`src/rtl/lc3_pipeline_controller_if.sv`:
```
// Signal bundle between the LC3 pipeline controller (master) and the datapath (slave).
interface lc3_pipeline_controller_if;
    logic        complete_instr;
    logic        complete_data;
    logic [15:0] IR;
    logic [15:0] IR_Exec;
    logic [2:0]  NZP;
    logic [2:0]  psr;
    logic        enable_updatePC;
    logic        enable_fetch;
    logic        enable_decode;
    logic        enable_execute;
    logic        enable_writeback;
    logic        br_taken;
    logic        bypass_alu_1;
    logic        bypass_alu_2;
    logic        bypass_mem_1;
    logic        bypass_mem_2;
    logic [1:0]  mem_state;

    modport master (
        input  complete_instr, complete_data, IR, IR_Exec, NZP, psr,
        output enable_updatePC, enable_fetch, enable_decode, enable_execute,
               enable_writeback, br_taken, bypass_alu_1, bypass_alu_2,
               bypass_mem_1, bypass_mem_2, mem_state
    );

    modport slave (
        output complete_instr, complete_data, IR, IR_Exec, NZP, psr,
        input  enable_updatePC, enable_fetch, enable_decode, enable_execute,
               enable_writeback, br_taken, bypass_alu_1, bypass_alu_2,
               bypass_mem_1, bypass_mem_2, mem_state
    );
endinterface

```
`src/rtl/lc3_pipeline_controller.sv`:
```
// Stage-enable sequencer for the LC3 five-stage pipe: fill, memory stalls, branch bubbles, bypass selects.
// Optional instruction-memory stall: define LC3_CTRL_IMEM_STALL_EN.
module lc3_pipeline_controller #(
    parameter int unsigned CTRL_BUBBLES = 3
) (
    input  logic                             clock,
    input  logic                             reset,
    lc3_pipeline_controller_if.master        bus
);
    localparam int unsigned CNT_W = 3;
    localparam int unsigned EN_W  = 5;

    // Enable vector order: {updatePC, fetch, decode, execute, writeback}
    localparam logic [EN_W-1:0] EN_NONE  = 5'b00000;
    localparam logic [EN_W-1:0] EN_FILL0 = 5'b11000;
    localparam logic [EN_W-1:0] EN_FILL1 = 5'b11100;
    localparam logic [EN_W-1:0] EN_FILL2 = 5'b11110;
    localparam logic [EN_W-1:0] EN_ALL   = 5'b11111;
    localparam logic [EN_W-1:0] EN_WB    = 5'b00001;

    localparam logic [1:0] MS_READ  = 2'd0;
    localparam logic [1:0] MS_IND   = 2'd1;
    localparam logic [1:0] MS_WRITE = 2'd2;
    localparam logic [1:0] MS_IDLE  = 2'd3;

    localparam logic [3:0] OP_BR  = 4'b0000;
    localparam logic [3:0] OP_ADD = 4'b0001;
    localparam logic [3:0] OP_LD  = 4'b0010;
    localparam logic [3:0] OP_ST  = 4'b0011;
    localparam logic [3:0] OP_AND = 4'b0101;
    localparam logic [3:0] OP_LDR = 4'b0110;
    localparam logic [3:0] OP_STR = 4'b0111;
    localparam logic [3:0] OP_NOT = 4'b1001;
    localparam logic [3:0] OP_LDI = 4'b1010;
    localparam logic [3:0] OP_STI = 4'b1011;
    localparam logic [3:0] OP_JMP = 4'b1100;

    typedef enum logic [2:0] {FILL0, FILL1, FILL2, RUN, MEM, WB, BUBBLE} state_t;

    function automatic logic is_alu(input logic [3:0] op);
        return (op == OP_ADD) || (op == OP_AND) || (op == OP_NOT);
    endfunction

    function automatic logic is_load(input logic [3:0] op);
        return (op == OP_LD) || (op == OP_LDR) || (op == OP_LDI);
    endfunction

    function automatic logic is_store(input logic [3:0] op);
        return (op == OP_ST) || (op == OP_STR) || (op == OP_STI);
    endfunction

    state_t          state_q, state_d;
    logic [EN_W-1:0] en_q, en_d;
    logic            br_q, br_d;
    logic [1:0]      ms_q, ms_d;
    logic [CNT_W-1:0] cnt_q, cnt_d;
    logic            load_q, load_d;

    logic [3:0] op_e, op_d;
    logic       taken_c;
    logic       imem_stall_c;

    assign op_e    = bus.IR_Exec[15:12];
    assign op_d    = bus.IR[15:12];
    assign taken_c = (op_e == OP_JMP) || ((op_e == OP_BR) && (|(bus.NZP & bus.psr)));

`ifdef LC3_CTRL_IMEM_STALL_EN
    assign imem_stall_c = ~bus.complete_instr;
`else
    assign imem_stall_c = 1'b0;
`endif

    always_ff @(posedge clock) begin
        if (reset) begin
            state_q <= FILL0;
            en_q    <= EN_NONE;
            br_q    <= 1'b0;
            ms_q    <= MS_IDLE;
            cnt_q   <= '0;
            load_q  <= 1'b0;
        end else begin
            state_q <= state_d;
            en_q    <= en_d;
            br_q    <= br_d;
            ms_q    <= ms_d;
            cnt_q   <= cnt_d;
            load_q  <= load_d;
        end
    end

    // Next state plus next registered outputs; enables default to off every cycle.
    always_comb begin
        state_d = state_q;
        en_d    = EN_NONE;
        br_d    = 1'b0;
        ms_d    = ms_q;
        cnt_d   = cnt_q;
        load_d  = load_q;

        if (imem_stall_c && (state_q inside {FILL0, FILL1, FILL2, RUN})) begin
            en_d = EN_NONE;
        end else begin
            case (state_q)
                FILL0: begin
                    en_d    = EN_FILL0;
                    state_d = FILL1;
                end
                FILL1: begin
                    en_d    = EN_FILL1;
                    state_d = FILL2;
                end
                FILL2: begin
                    en_d    = EN_FILL2;
                    state_d = RUN;
                end
                RUN: begin
                    if (is_load(op_e) || is_store(op_e)) begin
                        state_d = MEM;
                        load_d  = is_load(op_e);
                        if ((op_e == OP_LDI) || (op_e == OP_STI)) begin
                            ms_d = MS_IND;
                        end else begin
                            ms_d = is_load(op_e) ? MS_READ : MS_WRITE;
                        end
                    end else if (taken_c) begin
                        state_d = BUBBLE;
                        br_d    = 1'b1;
                        cnt_d   = CNT_W'(CTRL_BUBBLES - 1);
                    end else begin
                        en_d = EN_ALL;
                    end
                end
                MEM: begin
                    // The indirect pointer fetch is followed by the real data access.
                    if (bus.complete_data && (ms_q != MS_IDLE)) begin
                        if (ms_q == MS_IND) begin
                            ms_d = load_q ? MS_READ : MS_WRITE;
                        end else begin
                            ms_d = MS_IDLE;
                            if (load_q) begin
                                state_d = WB;
                                en_d    = EN_WB;
                            end else begin
                                state_d = RUN;
                                en_d    = EN_ALL;
                            end
                        end
                    end
                end
                WB: begin
                    state_d = RUN;
                    en_d    = EN_ALL;
                end
                BUBBLE: begin
                    if (cnt_q == '0) begin
                        state_d = RUN;
                        en_d    = EN_ALL;
                    end else begin
                        cnt_d = cnt_q - CNT_W'(1);
                    end
                end
                default: begin
                    state_d = FILL0;
                end
            endcase
        end
    end

    logic       in_run_c;
    logic       leave_mem_c;
    logic       reads_sr1_c;
    logic       reads_sr2_c;
    logic [2:0] sr2_c;
    logic       hit1_c;
    logic       hit2_c;

    // Source-register match of the decoding instruction against the execute destination.
    always_comb begin
        reads_sr1_c = is_alu(op_d) || (op_d == OP_LDR) || (op_d == OP_STR) || (op_d == OP_JMP);
        reads_sr2_c = 1'b0;
        sr2_c       = bus.IR[2:0];
        if (is_store(op_d)) begin
            reads_sr2_c = 1'b1;
            sr2_c       = bus.IR[11:9];
        end else if (((op_d == OP_ADD) || (op_d == OP_AND)) && !bus.IR[5]) begin
            reads_sr2_c = 1'b1;
        end
        hit1_c = reads_sr1_c && (bus.IR_Exec[11:9] == bus.IR[8:6]);
        hit2_c = reads_sr2_c && (bus.IR_Exec[11:9] == sr2_c);
    end

    assign in_run_c    = (state_q == RUN);
    assign leave_mem_c = (state_q == MEM) && bus.complete_data &&
                         ((ms_q == MS_READ) || (ms_q == MS_WRITE));

    assign bus.bypass_alu_1 = in_run_c && is_alu(op_e) && hit1_c;
    assign bus.bypass_alu_2 = in_run_c && is_alu(op_e) && hit2_c;
    assign bus.bypass_mem_1 = leave_mem_c && is_load(op_e) && hit1_c;
    assign bus.bypass_mem_2 = leave_mem_c && is_load(op_e) && hit2_c;

    assign bus.enable_updatePC  = en_q[4];
    assign bus.enable_fetch     = en_q[3];
    assign bus.enable_decode    = en_q[2];
    assign bus.enable_execute   = en_q[1];
    assign bus.enable_writeback = en_q[0];
    assign bus.br_taken         = br_q;
    assign bus.mem_state        = ms_q;
endmodule

```
`src/flat_wrapper.sv`:
```
// flat-port wrapper written by rule: the top's interface ports become plain ports
module lc3_pipeline_controller_flat 
#(
    parameter int unsigned CTRL_BUBBLES = 3
)
  (clock, reset, bus_complete_instr, bus_complete_data, bus_IR, bus_IR_Exec, bus_NZP, bus_psr, bus_enable_updatePC, bus_enable_fetch, bus_enable_decode, bus_enable_execute, bus_enable_writeback, bus_br_taken, bus_bypass_alu_1, bus_bypass_alu_2, bus_bypass_mem_1, bus_bypass_mem_2, bus_mem_state);
  lc3_pipeline_controller_if bus_i ();
  input  logic clock;
  input  logic reset;
  input wire logic [$bits(bus_i.complete_instr)-1:0] bus_complete_instr;
  input wire logic [$bits(bus_i.complete_data)-1:0] bus_complete_data;
  input wire logic [$bits(bus_i.IR)-1:0] bus_IR;
  input wire logic [$bits(bus_i.IR_Exec)-1:0] bus_IR_Exec;
  input wire logic [$bits(bus_i.NZP)-1:0] bus_NZP;
  input wire logic [$bits(bus_i.psr)-1:0] bus_psr;
  output wire logic [$bits(bus_i.enable_updatePC)-1:0] bus_enable_updatePC;
  output wire logic [$bits(bus_i.enable_fetch)-1:0] bus_enable_fetch;
  output wire logic [$bits(bus_i.enable_decode)-1:0] bus_enable_decode;
  output wire logic [$bits(bus_i.enable_execute)-1:0] bus_enable_execute;
  output wire logic [$bits(bus_i.enable_writeback)-1:0] bus_enable_writeback;
  output wire logic [$bits(bus_i.br_taken)-1:0] bus_br_taken;
  output wire logic [$bits(bus_i.bypass_alu_1)-1:0] bus_bypass_alu_1;
  output wire logic [$bits(bus_i.bypass_alu_2)-1:0] bus_bypass_alu_2;
  output wire logic [$bits(bus_i.bypass_mem_1)-1:0] bus_bypass_mem_1;
  output wire logic [$bits(bus_i.bypass_mem_2)-1:0] bus_bypass_mem_2;
  output wire logic [$bits(bus_i.mem_state)-1:0] bus_mem_state;
  assign bus_i.complete_instr = bus_complete_instr;
  assign bus_i.complete_data = bus_complete_data;
  assign bus_i.IR = bus_IR;
  assign bus_i.IR_Exec = bus_IR_Exec;
  assign bus_i.NZP = bus_NZP;
  assign bus_i.psr = bus_psr;
  assign bus_enable_updatePC = bus_i.enable_updatePC;
  assign bus_enable_fetch = bus_i.enable_fetch;
  assign bus_enable_decode = bus_i.enable_decode;
  assign bus_enable_execute = bus_i.enable_execute;
  assign bus_enable_writeback = bus_i.enable_writeback;
  assign bus_br_taken = bus_i.br_taken;
  assign bus_bypass_alu_1 = bus_i.bypass_alu_1;
  assign bus_bypass_alu_2 = bus_i.bypass_alu_2;
  assign bus_bypass_mem_1 = bus_i.bypass_mem_1;
  assign bus_bypass_mem_2 = bus_i.bypass_mem_2;
  assign bus_mem_state = bus_i.mem_state;
  lc3_pipeline_controller #(.CTRL_BUBBLES(CTRL_BUBBLES)) u_core (.clock(clock), .reset(reset), .bus(bus_i));
endmodule
```
`config.mk`:
```
export PLATFORM = sky130hd
export DESIGN_NAME = lc3_pipeline_controller_flat
export DESIGN_NICKNAME = d
export VERILOG_FILES = /design/src/rtl/lc3_pipeline_controller_if.sv /design/src/rtl/lc3_pipeline_controller.sv /design/src/flat_wrapper.sv
export SDC_FILE = /design/constraint.sdc
export NUM_CORES = 1
export LEC_CHECK = 0
export BUFFER_PORTS_ARGS = -buffer_cell sky130_fd_sc_hd__buf_2
export CELL_PAD_IN_SITES_DETAIL_PLACEMENT = 1
export CELL_PAD_IN_SITES_GLOBAL_PLACEMENT = 1
export CORE_UTILIZATION = 30
export CTS_BUF_LIST = sky130_fd_sc_hd__clkbuf_4 sky130_fd_sc_hd__clkbuf_8 sky130_fd_sc_hd__clkbuf_16
export DETAILED_ROUTE_END_ITERATION = 8
export PLACE_DENSITY_LB_ADDON = 0.1
export SETUP_SLACK_MARGIN = 0.15
export SLEW_MARGIN = 20
export SYNTH_ARGS = -nofsm -noshare
export SYNTH_HDL_FRONTEND = slang
export SYNTH_SLANG_ARGS = --single-unit
```
`constraint.sdc`:
```
create_clock -name clock -period 2.8 [get_ports clock]
set_clock_uncertainty 0.15 [all_clocks]
set_input_delay 0.42 -clock clock [delete_from_list [all_inputs] [get_ports clock]]
set_output_delay 0.42 -clock clock [all_outputs]
set_load 0.01 [all_outputs]
```
After elaboration in Yosys (flattened, before gate mapping)

Cells that the tools add are included.

Register bits: 15
Bits of input ports: 42
Output and inout bits: 12
Logic and storage cells: 119

$add $sub $neg: 1
Eq/ne operators: 37
Muxes and demuxes: 29
Bitwise gates (word level): 2
Reductions and logical operators: 44

Operator list:

| operator                                               | number |
|---|---|
| one-hot mux 5 bit (7 select lines)                     | 1 |
| 2-to-1 mux 3 bit                                       | 10 |
| 2-to-1 mux 5 bit                                       | 6 |
| == test 4 bit (second input constant)                  | 7 |
| == test 4 x 3 -> 1 bit (second input constant)         | 6 |
| one-hot mux 3 bit (6 select lines)                     | 1 |
| logical OR 1 bit                                       | 17 |
| logical AND 1 bit                                      | 13 |
| == test 4 x 2 -> 1 bit (second input constant)         | 3 |
| 2-to-1 mux 2 bit                                       | 6 |
| inequality test 2 bit (second input constant)          | 5 |
| == test 3 bit (second input constant)                  | 3 |
| == test 4 x 1 -> 1 bit (second input constant)         | 2 |
| AND reduction 4 bit                                    | 2 |
| == test 3 x 2 -> 1 bit (second input constant)         | 2 |
| == test 3 bit                                          | 2 |
| logical NOT 3 bit                                      | 2 |
| inequality test 2 x 1 -> 1 bit (second input constant) | 3 |
| one-hot mux 3 bit (2 select lines)                     | 1 |
| OR reduction 3 bit                                     | 2 |
| logical NOT 4 bit                                      | 1 |
| one-hot mux 2 bit (2 select lines)                     | 1 |
| nonzero test 2 bit                                     | 2 |
| bitwise AND 3 bit                                      | 1 |
| 12 further kinds                                       | 14 |

Logic depth before layout (Yosys ltp)

Gate-level depths: netlist of run 1.

Depth after elaboration: 8
Mapped depth: 7
Gate-level depth less buffers: 7

Worst setup path after synthesis of run 1

Ideal clock, no wire load.

Path kind: input to output
From: in bus_IR[13]
To: out bus_bypass_mem_2
Data arrival time: 1.582 ns
Data required time: 2.230 ns
Slack: 0.648 ns
Stages: 4
Path buffers: 0
Cell sequence: or4b_4 > o32ai_2 > a31oi_1 > nor3_1

Cells in the longest elaborated chain, start to end: 7
Elaborated cells between the ends (all ways): 15
Those cells by class: 6 x eq/ne; 3 x mux; 6 x reduce/logical

RTL lines:

| item                                                         | line                                                           | text |
|---|---|---|
| from (decl)                                                  | flat_wrapper.sv:12                                             | `input wire logic [$bits(bus_i.IR)-1:0] bus_IR;` |
| == test 4 x 2 -> 1 bit, or another cell as far along         | lc3_pipeline_controller.sv:49                                  | `return (op == OP_ST) \|\| (op == OP_STR) \|\| (op == OP_STI);` |
| logical OR 1 bit (on tied branches)                          | lc3_pipeline_controller.sv:49, lc3_pipeline_controller.sv:185  |  |
| logical OR 1 bit / logical AND 1 bit (equally long branches) | lc3_pipeline_controller.sv:49, lc3_pipeline_controller.sv:185  |  |
| 2-to-1 mux 3 bit / 2-to-1 mux 1 bit (equally long branches)  | lc3_pipeline_controller.sv:182, lc3_pipeline_controller.sv:185 |  |
| == test 3 bit / 2-to-1 mux 1 bit (equally long branches)     | lc3_pipeline_controller.sv:189, lc3_pipeline_controller.sv:182 |  |
| logical AND 1 bit *                                          | lc3_pipeline_controller.sv:189                                 | `hit2_c = reads_sr2_c && (bus.IR_Exec[11:9] == sr2_c);` |
| logical AND 1 bit *                                          | lc3_pipeline_controller.sv:199                                 | `assign bus.bypass_mem_2 = leave_mem_c && is_load(op_e) && hit2_c;` |
| to (decl)                                                    | flat_wrapper.sv:25                                             | `output wire logic [$bits(bus_i.bypass_mem_2)-1:0] bus_bypass_mem_2;` |

Mark *: on every way between the ends. The rest lies on a longest branch, timed or not.

Worst setup path in the final report of run 1

From: reg u_core.state_q[1]
To: out bus_bypass_mem_2

Cells in the longest elaborated chain, start to end: 5

RTL lines:

| item                           | line                           | text |
|---|---|---|
| from (decl)                    | lc3_pipeline_controller.sv:52  | `state_t state_q, state_d;` |
| from (signal assigned)         | lc3_pipeline_controller.sv:82  | `state_q <= state_d;` |
| == test 3 bit                  | lc3_pipeline_controller.sv:193 | `assign leave_mem_c = (state_q == MEM) && bus.complete_data &&` |
| logical AND 1 bit (2 in a row) | lc3_pipeline_controller.sv:193 |  |
| logical AND 1 bit (2 in a row) | lc3_pipeline_controller.sv:199 |  |

No other way between the ends.

==> impl_metrics.ini, run 1 <==
[floorplanning]
fp.coreArea_um2 = 3340
die_area_um2 = 3740
initial_utilization_pct = 31.4
die_x_um = 61.1
dieHeight_um = 61.1
std_cell_rows = 21
ios = 54

[global_route]
grt_pass1_vias = 1138
grt_pass1_wl_um = 4950
grt_usage_pct = 18.0
gr-total-overflow = 0
grt_max_degree = 15
antenna_found_initial = 0

[place]
gp_congestion = 0.779
port_buffers = 41
dp_slack_ns = 0.406
hpwl_um = 2540

[timing]
holdWs_ns = 0.248
period_share_pct = 88.1
finalWorstSetupSlack_ns = 0.334
finalHoldViolations = 0
rsz0062_at_grt = false
timing.fmax_mhz = 405
slew_violations = 0
worst_slew_pin_slew_ns = 0.600
slew_headroom_pct = 59.9
tns_ns = 0
finalSetupViolations = 0
min_period_ns = 2.47

[layout]
post-route-util_pct = 39.2
final_cell_mix = buf_2, dfxtp_1, a21oi_1
fillCellCount = 442
areaGrowthSynthToFinish_pct = 24.7
drive_above_1_share_pct = 29.7
final_common_cell = buf_2
final_nets = 221
n_antenna_cell = 0

[synth]
syn-num-nets = 181
synth_flop_cell = dfxtp_1
synth_edf_count = 0
syn-cell-area_um2 = 1050
async_flop_share_pct = 0
yosysUniqueCellTypes = 46
synth_seq_area_share_pct = 26.7
ys.warnings.count = 0
syn_area_per_cell_um2 = 7.65
postSynthCellCount = 137
synth-seq-cells = 14

[critical_path]
path_max_fanout = 14
cp-end-kind = primary output
cp-start-kind = flip-flop
crit_type = reg -> out
cp.required_ns = 2.23
cp.arrival_ns = 1.90

[route]
drtIter0Drc = 52
via_per_inst = 5.43
firstDrtPassIters = 4
antenna_left = 0
wl_per_cell_um = 14.4
via_count = 1200
drt-total-wl_um = 3180
drc_errors = 0

[run]
maxCapViolCount = 0

[power_and_ir_drop]
p_leak_nw = 0.553
power.density_nw_per_um2 = 379
total_power_uw = 496
vdd_ir_drop_max_uv = 271

[clock_network]
cts_inserted_buffers = 3
cts_buffer_depth = 2
cts_setup_buffers = 0
insertion_delay_ns = 0.28
cts_sinks = 14
htree_levels = 1
cts.root.buffer_cell = clkbuf_4
cts_tree = built
cts.clk_slew.worst_paths_ns = 0.09

[status]
outcome = finished clean

[hold_path]
min_path_type = in -> reg
-- metal layers --
layer	wire, µm	GRT usage (%)	share of wire [%]
met1	1400	20.7	44
met3	123	2.94	3.9
met2	1600	31.8	50
met4	53	9.09	1.7
met5	0	0	0
-- synth_stat cells (all sizes together) (2+ instances only) --
library cell,number,area (µm²)
a22oi,4,30.0
a21bo,2,20.0
inv,8,30.0
a31oi,2,12.5
a21oi,13,65.1
xnor2,3,26.3
nand2b,3,18.8
nor3b,2,15.0
nand3,4,20.0
o211ai,2,15.0
and2b,2,16.3
buf,3,17.5
o21a,2,15.0
nor2,6,22.5
and3b,2,17.5
a221oi,3,26.3
nand2,12,45.0
ha,2,25.0
nor3,7,35.0
nor2b,6,37.5
o21ai,10,50.1
clkbuf,3,11.3
dfxtp,14,280
a211oi,2,15.0
-- final timing paths --
| path | from | to | slack [ns] | depth (start not counted) |
|---|---|---|---|---|
| setup / recovery | u_core.state_q[1] | bus_bypass_mem_2 | 0.33 | 5 |
| hold / removal | bus_IR_Exec[12] | u_core.load_q | 0.25 | 2 |
| setup reg to reg | u_core.state_q[1] | u_core.cnt_q[0] | 0.95 | 4 |
| hold reg to reg | u_core.cnt_q[0] | u_core.cnt_q[0] | 0.32 | 1 |
-- kinds of logic (layout without fill, tap and decap cells) --
group,after synthesis,count (layout),share of synthesized area [%]
flops,14,14,26.7
buf+inv,14,52,5.61
simple gates,55,55,30.4
xor+xnor,4,4,3.34
compound gates,48,48,31.5
fa+ha+maj,2,2,2.39
-- cell type report --
type	count	area, µm²	area share (%)
tap	46	57.6	4.40
sequential	14	280	21.4
multi-input combinational	109	712	54.4
clock buffer	3	22.5	1.72
inverter	8	30.0	2.30
timing repair buffer	41	205	15.7
-- flip-flops by register name, summed over array words and instances, names as in the netlist --
register and cells:
u_core.state_q 3, u_core.load_q 1, u_core.en_q 4, u_core.cnt_q 3
u_core.bus.mem_state 2, u_core.bus.br_taken 1
-- critical path, stage by stage (launching register included) --
cell and delay [ns]:
dfxtp_1 0.46, nor2_2 0.21, nand2_1 0.12, or4_1 0.51
nor3_1 0.15, buf_2 0.16
-- where the power goes --
part / internal [mW] / total, mW / switching, mW
clock: 0.0499 / 0.119 / 0.0688
sequential: 0.214 / 0.236 / 0.0219
combinational: 0.0659 / 0.141 / 0.0752
-- stage by stage --
stage,cell area (µm²),instances
3_3_place_gp,1280,218
4_1_cts,1310,221
3_5_place_dp,1280,218
5_1_grt,1310,221
6_report,1310,221
2_1_floorplan,1050,137
-- what timing repair did --
item / in CTS / in global routing
resized for setup: 0 / 1
hold buffers: 0 / 0
endpoints found under the setup margin: 0 / 1
Note: power is estimated with default switching activity, not from simulation.
==> run 2, diff against run 1 <==
--- a/config.mk
+++ b/config.mk
@@ -11,6 +11,7 @@
 export CORE_UTILIZATION = 30
 export CTS_BUF_LIST = sky130_fd_sc_hd__clkbuf_4 sky130_fd_sc_hd__clkbuf_8 sky130_fd_sc_hd__clkbuf_16
 export DETAILED_ROUTE_END_ITERATION = 8
+export MAX_ROUTING_LAYER = met4
 export PLACE_DENSITY_LB_ADDON = 0.1
 export SETUP_SLACK_MARGIN = 0.15
 export SLEW_MARGIN = 20
==> run 2 against run 1 <==
  * Utilization is the same
  * Non-clock buffer count is the same
  * Clock power about the same
  * Wire length grew 0.35%
  * Combinational power barely moved
  * Critical path depth is the same
  * Critical path type unchanged
  * Largest cell class unchanged
==> impl_metrics.ini, run 2 (synthesis results as in run 1) <==
[clock_network]
ctsHoldBuffers = 0
htree_levels = 1
cts_buffer_depth = 2
cts_tree = built
cts.root.buffer_cell = clkbuf_4
insertion_delay_ns = 0.28
cts_sinks = 14
cts_inserted_buffers = 3
cts.clk_slew.worst_paths_ns = 0.09

[global_route]
grt_pass1_wl_um = 4950
gr-max-usage-layer = met2
antenna_found_initial = 0
met2_usage_pct = 31.8
grt_pass1_vias = 1140
grt_max_degree = 15
gr-total-overflow = 0
grt_usage_pct = 18.5
grt_util_met3_pct = 2.94
use_met1_pct = 20.7

[power_and_ir_drop]
total_power_uw = 496
power.density_nw_per_um2 = 379
vdd_ir_drop_max_uv = 271
p_leak_nw = 0.553

[timing]
rsz0062_at_grt = false
timing.fmax_mhz = 406
worst_slew_pin_slew_ns = 0.585
min_period_ns = 2.47
tns_ns = 0
finalHoldViolations = 0
finalSetupViolations = 0
slew_violations = 0
slew_headroom_pct = 60.9
period_share_pct = 88.1

[layout]
multi_input_area_um2 = 712
top_register = u_core.en_q
largest_register_ffs = 4
regArea_um2 = 280
drive_above_1_share_pct = 29.7
fillCellCount = 442
reg.largest.list = u_core.en_q: 4 flops, u_core.cnt_q: 3 flops, u_core.state_q: 3 flops
final_nets = 221
areaGrowthSynthToFinish_pct = 24.7
final_cell_mix = buf_2, dfxtp_1, a21oi_1
n_antenna_cell = 0
final_common_cell = buf_2

[run]
maxCapViolCount = 0

[status]
outcome = finished clean

[floorplanning]
ios = 54
die_x_um = 61.1
fp.coreArea_um2 = 3340
std_cell_rows = 21
die_area_um2 = 3740
dieHeight_um = 61.1
initial_utilization_pct = 31.4

[route]
drc_errors = 0
wl_per_cell_um = 14.4
firstDrtPassIters = 4
via_per_inst = 5.43
drt-total-wl_um = 3190
antenna_left = 0
via_count = 1200
drtIter0Drc = 54

[critical_path]
cp-start-kind = flip-flop
cp.arrival_ns = 1.90
cp.required_ns = 2.23
crit_type = reg -> out
cp-end-kind = primary output
path_max_fanout = 14

[hold_path]
min_path_type = in -> reg

[place]
hpwl_um = 2540
gp_congestion = 0.790
port_buffers = 41
## run 2: cell counts in the layout (fill, tap and decap cells not counted)
No cell type changed its count.
## run 2: final cells by class
class	count	share of cell area, %
clock buffer	3	1.72
tap	46	4.40
timing repair buffer	41	15.7
inverter	8	2.30
sequential	14	21.4
multi-input combinational	109	54.4
## run 2: report_power, final
| part | total, mW | internal (mW) | switching [mW] |
|---|---|---|---|
| Combinational | 0.141 | 0.0659 | 0.0750 |
| Clock | 0.119 | 0.0499 | 0.0689 |
| Sequential | 0.236 | 0.214 | 0.0219 |
## run 2: repair_timing
action / in CTS / in global routing
buffers inserted: 0 / 0
setup endpoints to repair: 0 / 1
resized for setup: 0 / 1
## run 2: per-stage QoR
stage               worst slack, ns  area (µm²)  cells  util [%]  hold slack (ns)
detailed placement            0.406        1280    218      38.4            0.311
global placement              0.427        1280    218      38.4            0.284
CTS                           0.248        1310    221      39.1            0.236
global route                  0.193        1310    221      39.2            0.250
floorplan                     0.648        1050    137         -            0.272
finish                        0.335        1310    221      39.2            0.246
## run 2: final timing paths
kind / slack (ns) / cells past startpoint / to / from
max reg2reg: 0.95 / 4 / u_core.cnt_q[0] / u_core.state_q[1]
min: 0.25 / 2 / u_core.load_q / bus_IR_Exec[12]
max: 0.33 / 5 / bus_bypass_mem_2 / u_core.state_q[1]
min reg2reg: 0.32 / 1 / u_core.cnt_q[0] / u_core.cnt_q[0]
## run 2: worst max-delay path: stages, from the launching register on
cell	delay (ns)
dfxtp_1	0.46
nor2_2	0.21
nand2_1	0.12
or4_1	0.51
nor3_1	0.15
buf_2	0.16
## run 2: routing by layer
metal  wire length (µm)  up-vias
met5                  0        -
met1               1410      577
met4                 53        0
met2               1590       32
li1                   -      585
met3                131        6
